===== config.mk =====
export PLATFORM = sky130hd
export DESIGN_NAME = fp32_sqrt_arbiter
export DESIGN_NICKNAME = d
export VERILOG_FILES = /design/src/rtl/fp32_sqrt_pkg.sv /design/src/rtl/sqrt_rsp_fifo.sv /design/src/rtl/fp32_sqrt_arbiter.sv
export SDC_FILE = /design/constraint.sdc
export NUM_CORES = 1
export LEC_CHECK = 0
export ABC_AREA = 1
export CORE_ASPECT_RATIO = 0.9
export CORE_UTILIZATION = 45
export DETAILED_ROUTE_END_ITERATION = 6
export GPL_TIMING_DRIVEN = 0
export PLACE_DENSITY_LB_ADDON = 0.1
export RECOVER_POWER = 25
export SLEW_MARGIN = 25
export SYNTH_ARGS = -nofsm -noshare
export SYNTH_HDL_FRONTEND = slang
export SYNTH_SLANG_ARGS = --single-unit

===== constraint.sdc =====
create_clock -name clk -period 5.45 [get_ports clk]
set_clock_uncertainty 0.1 [all_clocks]
set_input_delay 1.09 -clock clk [delete_from_list [all_inputs] [get_ports clk]]
set_output_delay 1.09 -clock clk [all_outputs]
set_load 0.05 [all_outputs]

===== src/rtl/fp32_sqrt_pkg.sv =====
// Shared types and constants for the fp32 square-root arbiter slice.
package fp32_sqrt_pkg;

    typedef enum logic [1:0] {
        RNE = 2'b00,
        RTZ = 2'b01,
        RDN = 2'b10,
        RUP = 2'b11
    } rm_e;

    localparam logic [31:0] FP32_QNAN = 32'h7FC0_0000;
    localparam logic [31:0] FP32_ONE  = 32'h3F80_0000;

    // Must be at least $clog2(NUM_REQ) of the arbiter using it.
    localparam int SQRT_TAG_W = 2;

    typedef struct packed {
        logic [SQRT_TAG_W-1:0] tag;
        logic [31:0]           result;
    } sqrt_rsp_t;

endpackage


===== src/rtl/sqrt_rsp_fifo.sv =====
// Response FIFO for the sqrt arbiter: DEPTH entries of sqrt_rsp_t, registered output, no fall-through.
module sqrt_rsp_fifo
    import fp32_sqrt_pkg::*;
#(
    parameter  int DEPTH = 8,
    localparam int CNT_W = $clog2(DEPTH + 1),
    localparam int AW    = $clog2(DEPTH)
) (
    input  logic             clk,
    input  logic             rst_n,
    input  logic             push,
    input  sqrt_rsp_t        push_data,
    input  logic             pop,
    output sqrt_rsp_t        head,
    output logic [CNT_W-1:0] count
);

    sqrt_rsp_t      mem [DEPTH];
    logic [AW-1:0]  wr_ptr;
    logic [AW-1:0]  rd_ptr;
    logic           do_push;
    logic           do_pop;

    assign do_pop  = pop && (count != '0);
    assign do_push = push && (count != CNT_W'(DEPTH));
    assign head    = mem[rd_ptr];

    always_ff @(posedge clk) begin
        if (do_push) begin
            mem[wr_ptr] <= push_data;
        end
    end

    always_ff @(posedge clk or negedge rst_n) begin
        if (!rst_n) begin
            wr_ptr <= '0;
            rd_ptr <= '0;
            count  <= '0;
        end else begin
            if (do_push) wr_ptr <= wr_ptr + 1'b1;
            if (do_pop)  rd_ptr <= rd_ptr + 1'b1;
            case ({do_push, do_pop})
                2'b10:   count <= count + 1'b1;
                2'b01:   count <= count - 1'b1;
                default: count <= count;
            endcase
        end
    end

endmodule


===== src/rtl/fp32_sqrt_arbiter.sv =====
// Round-robin sharing of one fixed-latency fp32_sqrt pipe with tag tracking and a credit-protected response FIFO.
// Optional FP32_SQRT_ARB_STATS_EN adds stat_issue / stat_stall counters.
module fp32_sqrt_arbiter
    import fp32_sqrt_pkg::*;
#(
    parameter  int NUM_REQ    = 4,
    parameter  int LATENCY    = 5,
    parameter  int FIFO_DEPTH = 8,
    localparam int TAG_W      = $clog2(NUM_REQ)
) (
    input  logic                 clk,
    input  logic                 rst_n,
    input  logic [NUM_REQ-1:0]   req_valid,
    output logic [NUM_REQ-1:0]   req_ready,
    input  logic [NUM_REQ*32-1:0] req_a,
    input  logic [NUM_REQ*2-1:0] req_rm,
    output logic [31:0]          sq_a,
    output logic [1:0]           sq_rm,
    input  logic [31:0]          sq_result,
    output logic                 rsp_valid,
    input  logic                 rsp_ready,
    output logic [TAG_W-1:0]     rsp_tag,
    output logic [31:0]          rsp_result,
    output logic                 busy
`ifdef FP32_SQRT_ARB_STATS_EN
    ,
    output logic [31:0]          stat_issue,
    output logic [31:0]          stat_stall
`endif
);

    localparam int CNT_W = $clog2(FIFO_DEPTH + 1);

    logic [TAG_W-1:0] last_grant;
    logic [TAG_W-1:0] gnt_idx;
    logic [TAG_W-1:0] idx;
    logic             issue;
    logic             credit;
    logic [CNT_W-1:0] in_flight;
    logic [CNT_W-1:0] fifo_count;
    logic [CNT_W:0]   occupancy;
    logic [LATENCY:0] stg_v;
    logic [TAG_W-1:0] stg_tag [LATENCY+1];
    sqrt_rsp_t        push_data;
    sqrt_rsp_t        head;

    // Ops in the tag pipe already own a FIFO slot, so the FIFO can never overflow.
    assign in_flight = CNT_W'($countones(stg_v));
    assign occupancy = {1'b0, in_flight} + {1'b0, fifo_count};
    assign credit    = rst_n && (occupancy < (CNT_W + 1)'(FIFO_DEPTH));

    always_comb begin
        issue   = 1'b0;
        gnt_idx = '0;
        idx     = '0;
        if (credit) begin
            for (int unsigned k = 1; k <= NUM_REQ; k++) begin
                idx = TAG_W'((32'(last_grant) + k) % NUM_REQ);
                if (!issue && req_valid[idx]) begin
                    issue   = 1'b1;
                    gnt_idx = idx;
                end
            end
        end
    end

    always_comb begin
        req_ready = '0;
        if (issue) req_ready[gnt_idx] = 1'b1;
    end

    always_ff @(posedge clk or negedge rst_n) begin
        if (!rst_n) begin
            sq_a       <= '0;
            sq_rm      <= '0;
            last_grant <= TAG_W'(NUM_REQ - 1);
        end else if (issue) begin
            sq_a       <= req_a[32*gnt_idx +: 32];
            sq_rm      <= req_rm[2*gnt_idx +: 2];
            last_grant <= gnt_idx;
        end
    end

    always_ff @(posedge clk or negedge rst_n) begin
        if (!rst_n) begin
            stg_v <= '0;
            for (int unsigned i = 0; i <= LATENCY; i++) stg_tag[i] <= '0;
        end else begin
            stg_v      <= {stg_v[LATENCY-1:0], issue};
            stg_tag[0] <= gnt_idx;
            for (int unsigned i = 1; i <= LATENCY; i++) stg_tag[i] <= stg_tag[i-1];
        end
    end

    always_comb begin
        push_data        = '0;
        push_data.tag    = SQRT_TAG_W'(stg_tag[LATENCY]);
        push_data.result = sq_result;
    end

    sqrt_rsp_fifo #(
        .DEPTH (FIFO_DEPTH)
    ) u_fifo (
        .clk       (clk),
        .rst_n     (rst_n),
        .push      (stg_v[LATENCY]),
        .push_data (push_data),
        .pop       (rsp_valid && rsp_ready),
        .head      (head),
        .count     (fifo_count)
    );

    assign rsp_valid  = (fifo_count != '0);
    assign rsp_tag    = rsp_valid ? TAG_W'(head.tag) : '0;
    assign rsp_result = rsp_valid ? head.result : '0;
    assign busy       = (in_flight != '0) || (fifo_count != '0);

`ifdef FP32_SQRT_ARB_STATS_EN
    always_ff @(posedge clk or negedge rst_n) begin
        if (!rst_n) begin
            stat_issue <= '0;
            stat_stall <= '0;
        end else begin
            if (issue)                   stat_issue <= stat_issue + 32'd1;
            if ((|req_valid) && !credit) stat_stall <= stat_stall + 32'd1;
        end
    end
`endif

endmodule


==> metrics.md, run 1 <==
| Metric | Value |
|---|---|
| Status | complete, no violations |
| CP cell instances | fa_1 -> inv_1 -> fa_1 -> inv_1 -> ha_2 -> fa_1 -> ha_1 -> a31o_2 -> a21oi_4 -> o21ai_1 -> inv_1 -> nand2_4 -> buf_8 -> nor2_2 -> buf_6 |
| Clk slew on worst S/H paths | 0.07 ns |
| Netlist cell types | 37 |
| Cell taking the most area after synthesis | edfxtp_1 |
| Worst Reg-to-Reg Cells | 18 |
| Slew of the pin with the lowest slew margin | 1.14 ns |
| Area delta synth->final | 31.2% |
| Placeable Area | 31,300 um2 |
| Pin count of the biggest net entering global routing | 50 |
| Top cell type's share of synthesized area | 0.565 |
| Final std cells w/o fill | 2,091 |
| Adder-cell share of the synthesized area | 0.0125 |
| CTS buffer count | 36 |
| Initial antenna violation count | 0 |
| Root buf cell | clkbuf_16 |
| CP endpoint kind | primary output |
| CP arrival | 4.08 ns |
| Mux cell area share after synthesis | 0 |
| Critical path launch point type | flop |
| Hold crit path type | reg2reg |
| First-pass GRT wire length | 59,200 um |
| Worst hold stages | 0 |
| VDD IR-drop max | 429 uV |
| Clk buf depth | 3 |
| Minimum clock period | 5.27 ns |
| Largest family of logic cells by synthesized area | simple AND/OR/NAND/NOR gates |
| Final setup viols | 0 |
| Final hold violation count | 0 |
| FFs w/ async S/R, synth | 0.190 |
| Synthesized area | 14,500 um2 |
| Die height | 172 um |
| Max-Cap Viols | 0 |
| Placer Congestion | 0.872 |
| Post-Synth XOR/XNOR Area | 0.00363 |
| Hold Buf Count CTS | 0 |
| Worst hold slack | 0.235 ns |
| Top cells by area, synth | edfxtp_1 (56%), dfrtp_1 (11%), nor2_1 (7.5%), nand2_1 (6.9%), o21ai_0 (6.3%) |
| ANT nets after route | 0 |
| Worst skew pair latency | 0.52 ns |
| Seq/Total Area, Yosys | 0.675 |
| Worst EP required | 4.26 ns |
| Vias | 10,882 |
| DR iter-0 viols | 781 |
| Post-DR wirelength/cell | 18.7 um |
| CTS tree | yes |
| F_max | 190 MHz |
| Fraction of layout cells with a size suffix above 1 | 0.0874 |
| Leakage | 0.00714 uW |
| Via/cell ratio | 5.20 |
| Clock Sinks | 336 |
| Row count | 61 |
| Simple-gate portion of the synthesized area | 0.172 |
| Die area | 32,900 um2 |
| Post-synth top cells | nor2_1 (288), edfxtp_1 (272), nand2_1 (267) |
| Slew Viols, Final | 0 |
| Crit path largest cell delay | 0.53 ns |
| Die Wd | 191 um |
| Final core occ | 0.607 |
| Count leader, synth | nor2_1 |
| DP HPWL | 27,400 um |
| P per Cell Area | 635 nW/um2 |
| Cells after Synth | 1,357 |
| Fin nets | 1,842 |
| Synth Flop Type | edfxtp_1 |
| Ports | 249 |
| YS warnings | 0 |
| Compound-Gate Fraction of Synth Area | 0.104 |
| Slew headroom | 0.242 |
| CP Max Fanout | 7 |
| Pre-antenna DRT Iters | 5 |
| Crit Path Class | reg2out |
| Number of flops mapped to enable cells by yosys | 272 |
| Syn Nets | 1,544 |
| Part of the cycle the worst path needs | 0.967 |
| Critical-path top delay cell | fa_1 |
| Final wirelength | 39,100 um |
| Vias in the first global route | 10,714 |
| H-tree levels | 2 |
| Initial Util | 0.462 |
| Remaining DRCs | 0 |
| Placed cell count | 2,023 |
| Mean Syn Cell Area | 10.7 um2 |
| Buffers on Ports | 248 |
| Synthesis-stage register bit count | 336 |
| Gr ovfl total | 0 |
| ANT cells | 0 |
| Gr usage total | 0.239 |
[state kept, by name, summed over array words and instances, names as in the netlist]
register and flops:
push_data 2, u_fifo.rd_ptr 3, last_grant 2, u_fifo.count 4, u_fifo.mem 272, stg_tag 10
sq_a 32, stg_v 6, u_fifo.wr_ptr 3, sq_rm 2
[path summary, 6_finish.rpt]
kind / startpoint / to / slack, ns
max in group asynchronous: rst_n / last_grant[1] / 3.73
setup reg to reg: stg_v[0] / sq_a[29] / 1.29
min in group asynchronous: rst_n / sq_a[29] / 0.67
setup / recovery: stg_v[0] / req_ready[2] / 0.18
hold reg to reg: stg_tag[5] / stg_tag[3] / 0.24
hold / removal: stg_tag[5] / stg_tag[3] / 0.24
[routing by layer]
metal | vias to the layer above | global-route usage | share of wire
met5 | - | 0 | 0
met1 | 5169 | 0.293 | 0.41
li1 | 5273 | - | -
met3 | 59 | 0.0481 | 0.065
met2 | 381 | 0.419 | 0.50
met4 | 0 | 0.0842 | 0.027
[repair_timing]
item	4_1_cts	5_1_grt
gates resized for setup	26	12
gates cloned	0	0
endpoints found under the setup margin	4	4
pin swaps	1	2
buffers inserted	0	5
[critical path: cells and delay by family (launching register included)]
family          cells  cell delay [ns]
compound gates      3             0.50
fa+ha+maj           5             1.93
buf+inv             5             0.50
flops               1             0.40
simple gates        2             0.20
[layout by cell type, fill, tap and decap left out, types with 4 or more instances in the layout]
master	instances
buf_2	8
edfxtp_1	272
buf_16	9
nand2_1	267
clkbuf_16	36
clkbuf_8	5
nor2_1	278
or2_2	24
nand3_1	11
or2_0	4
a31oi_1	36
buf_6	5
clkdlybuf4s50_1	230
buf_4	15
clkinv_2	5
clkbuf_1	60
nand2_2	4
nor2_4	9
fa_1	4
or2_1	7
clkinv_1	5
inv_1	25
dlygate4sd3_1	13
ha_1	7
xor2_1	5
o21ai_1	26
o21ai_0	181
o22ai_1	34
dfrtp_1	62
[logic make-up (layout without fill, tap and decap cells)]
| family | count (synthesis) | count (layout) |
|---|---|---|
| fa+ha+maj | 12 | 12 |
| compound gates | 282 | 282 |
| simple gates | 614 | 614 |
| xor+xnor | 6 | 6 |
| buf+inv | 107 | 432 |
| flops | 336 | 336 |
[layout make-up]
type                            count  area [um2]
Tap cell                          409         512
Timing Repair Buffer              262        2760
Fill cell                        2603       12300
Inverter                           29         116
Multi-Input combinational cell    914        4310
Clock buffer                       49        1000
Buffer                             76         358
Clock inverter                     16         148
Sequential cell                   336        9770
[per-stage QoR]
stage          area, um2  total power [uW]  TNS (ns)  setup slack [ns]
2_1_floorplan      14500              7520         0             0.202
3_3_place_gp       17500              9590     -6.69             -1.68
3_5_place_dp       17800              9720    -0.638            -0.236
4_1_cts            18900             12100         0            0.0140
5_1_grt            19000             12800   -0.0149           -0.0149
6_report           19000             12100         0             0.181
[power breakdown]
part | total [uW] | switching [uW] | internal (uW) | leakage, uW
clock | 2360 | 973 | 1390 | 0.000555
combinational | 6320 | 4290 | 2020 | 0.00334
sequential | 3370 | 173 | 3200 | 0.00324
No activity file was read; power rests on OpenSTA's default activity.
==> run 2: changes to the inputs <==
--- a/config.mk
+++ b/config.mk
@@ -12,7 +12,7 @@
 export GPL_TIMING_DRIVEN = 0
 export PLACE_DENSITY_LB_ADDON = 0.1
 export RECOVER_POWER = 25
-export SLEW_MARGIN = 25
+export SLEW_MARGIN = 20
 export SYNTH_ARGS = -nofsm -noshare
 export SYNTH_HDL_FRONTEND = slang
 export SYNTH_SLANG_ARGS = --single-unit
==> metrics.md, run 2 (synthesized netlist as in run 1, its figures left out) <==
| Metric | Value |
|---|---|
| Slew headroom | 0.284 (+0.0414) |
| Vias | 10,834 (-0.44%) |
| Initial antenna violation count | 0 (unchanged) |
| Status | complete, no violations |
| Die height | 172 um (unchanged) |
| CP arrival | 4.12 ns (+0.04 ns) |
| CP Max Fanout | 10 (+3) |
| Row count | 61 (unchanged) |
| Critical path launch point type | flop |
| Regs by FF count | u_fifo.mem: 272 flops, sq_a: 32 flops, stg_tag: 10 flops |
| P per Cell Area | 636 nW/um2 (about the same) |
| Placed cell count | 2,023 (unchanged) |
| Critical path capture point | req_ready[2] |
| RSZ-0062 raised after global routing | true |
| Vias in the first global route | 10,779 (+0.61%) |
| Root buf cell | clkbuf_16 |
| RR Endpoint | sq_a[29] |
| Buffers on Ports | 248 (unchanged) |
| Worst hold slack | 0.248 ns (+0.0124 ns) |
| Clock Sinks | 336 (unchanged) |
| Minimum clock period | 5.31 ns (+0.0437 ns) |
| Leakage | 0.00715 uW (+0.23%) |
| Post-DR wirelength/cell | 18.8 um (+0.80%) |
| Part of the cycle the worst path needs | 0.975 (+0.00802) |
| DR iter-0 viols | 708 (-9.3%) |
| CTS buffer count | 36 (unchanged) |
| Startpoint of the worst-slack reg-to-reg timing path | stg_v[0] |
| Setup slack after layout | 0.137 ns (-0.0437 ns) |
| Placement Setup Slack | -0.236 ns (-0.000225 ns) |
| Gr usage total | 0.241 (+0.00206) |
| Clk slew on worst S/H paths | 0.06 ns (about the same) |
| Slew of the pin with the lowest slew margin | 1.07 ns (-0.0622 ns) |
| ANT cells | 0 (unchanged) |
| Crit Path Class | reg2out |
| Fin nets | 1,841 (-0.054%) |
| Die area | 32,900 um2 (unchanged) |
| Die Wd | 191 um (unchanged) |
| Most frequent cells in the layout | nor2_1 (280), edfxtp_1 (272), nand2_1 (267), clkdlybuf4s50_1 (231), o21ai_0 (181) |
| Final setup viols | 0 (unchanged) |
| ANT nets after route | 0 (unchanged) |
| Placeable Area | 31,300 um2 (unchanged) |
| Max-Cap Viols | 0 (unchanged) |
| Largest Register | u_fifo.mem |
| Placer Congestion | 0.872 (unchanged) |
| Fraction of layout cells with a size suffix above 1 | 0.0863 (-0.00114) |
| Gr ovfl total | 0 (unchanged) |
| Final std cells w/o fill | 2,090 (-0.048%) |
| H-tree levels | 2 (unchanged) |
| Slew Viols, Final | 0 (unchanged) |
| Final wirelength | 39,400 um (+0.75%) |
| Area delta synth->final | 31.0% |
| CTS tree | yes |
| Remaining DRCs | 0 (unchanged) |
| Worst skew pair latency | 0.52 ns (about the same) |
| Initial Util | 0.462 (unchanged) |
| Fillers | 2,579 (-0.92%) |
| Hold crit path type | reg2reg |
| F_max | 188 MHz (-0.82%) |
| Flip-flop count of the largest register after layout | 272 (unchanged) |
| Pre-antenna DRT Iters | 5 (unchanged) |
| Ports | 249 (unchanged) |
| VDD IR-drop max | 408 uV (-4.9%) |
| DP HPWL | 27,500 um (+0.25%) |
| Hold Buf Count CTS | 0 (unchanged) |
| Most common cell after layout, fill and taps aside | nor2_1 |
| First-pass GRT wire length | 59,700 um (+0.85%) |
| Pin count of the biggest net entering global routing | 51 (+2.0%) |
| Worst EP required | 4.26 ns (about the same) |
| Worst Reg-to-Reg Cells | 18 (unchanged) |
| Critical path startpoint | stg_v[0] |
| Reg-to-reg slack, setup | 1.38 ns (+0.09 ns) |
| Via/cell ratio | 5.18 (-0.39%) |
| CP endpoint kind | primary output |
| Final hold violation count | 0 (unchanged) |
| Clk buf depth | 3 (unchanged) |
[run 2: report_power, final]
group	switching (uW)	internal (uW)	total (uW)	leakage (uW)
clock	974	1390	2360	0.000574
combinational	4300	2010	6310	0.00334
sequential	172	3200	3370	0.00324
total	5450	6600	12000	0.00715
[run 2: metal layers]
metal	global-route usage	share of wire	vias up
met4	0.0797	0.025	0
met3	0.0497	0.070	55
met1	0.295	0.41	5102
met5	0	0	-
met2	0.424	0.50	415
li1	-	-	5262
[run 2: timing repair]
item | CTS | global route
pin swaps | 1 | 2
cloned | 0 | 0
setup buffers | 0 | 3
endpoints found under the setup margin | 4 | 4
gates resized for setup | 26 | 7
[run 2: final cells by class]
class / instances / area [um2] / share of cell area
Multi-Input combinational cell: 914 / 4300 / 0.227
Tap cell: 409 / 512 / 0.0270
Clock inverter: 19 / 156 / 0.00825
Clock buffer: 46 / 990 / 0.0522
Sequential cell: 336 / 9770 / 0.516
Inverter: 29 / 119 / 0.00627
Timing Repair Buffer: 260 / 2740 / 0.145
Buffer: 77 / 365 / 0.0193
[run 2: worst min-delay path by stage]
| stage | from | to | slack (ns) | depth (start not counted) |
|---|---|---|---|---|
| after CTS | stg_tag[8] | stg_tag[6] | 0.25 | 0 |
| final | stg_tag[8] | stg_tag[6] | 0.25 | 0 |
| after global routing | stg_tag[8] | stg_tag[6] | 0.25 | 0 |
| after global placement | stg_tag[2] | push_data[32] | 0.23 | 0 |
| after floorplan | stg_tag[2] | push_data[32] | 0.23 | 0 |
| after detailed placement | stg_tag[8] | stg_tag[6] | 0.24 | 0 |
[run 2: per-stage QoR]
stage               power, uW   util  TNS, ns  area [um2]
finish                  12000  0.606        0       19000
global route            12800  0.606   -0.117       19000
CTS                     12100  0.604        0       18900
detailed placement       9720  0.568   -0.635       17800
global placement         9590  0.558    -6.69       17500
floorplan                7520      -        0       14500
[run 2: critical path, stage by stage, from the launching register on]
cell     delay (ns)
dfrtp_1        0.40
fa_1           0.53
inv_1          0.05
fa_1           0.51
inv_1          0.04
ha_1           0.18
fa_1           0.46
ha_1           0.29
a31o_2         0.25
a21oi_4        0.16
o21ai_1        0.09
inv_1          0.09
nand2_4        0.10
buf_6          0.16
nor2_1         0.12
buf_6          0.17
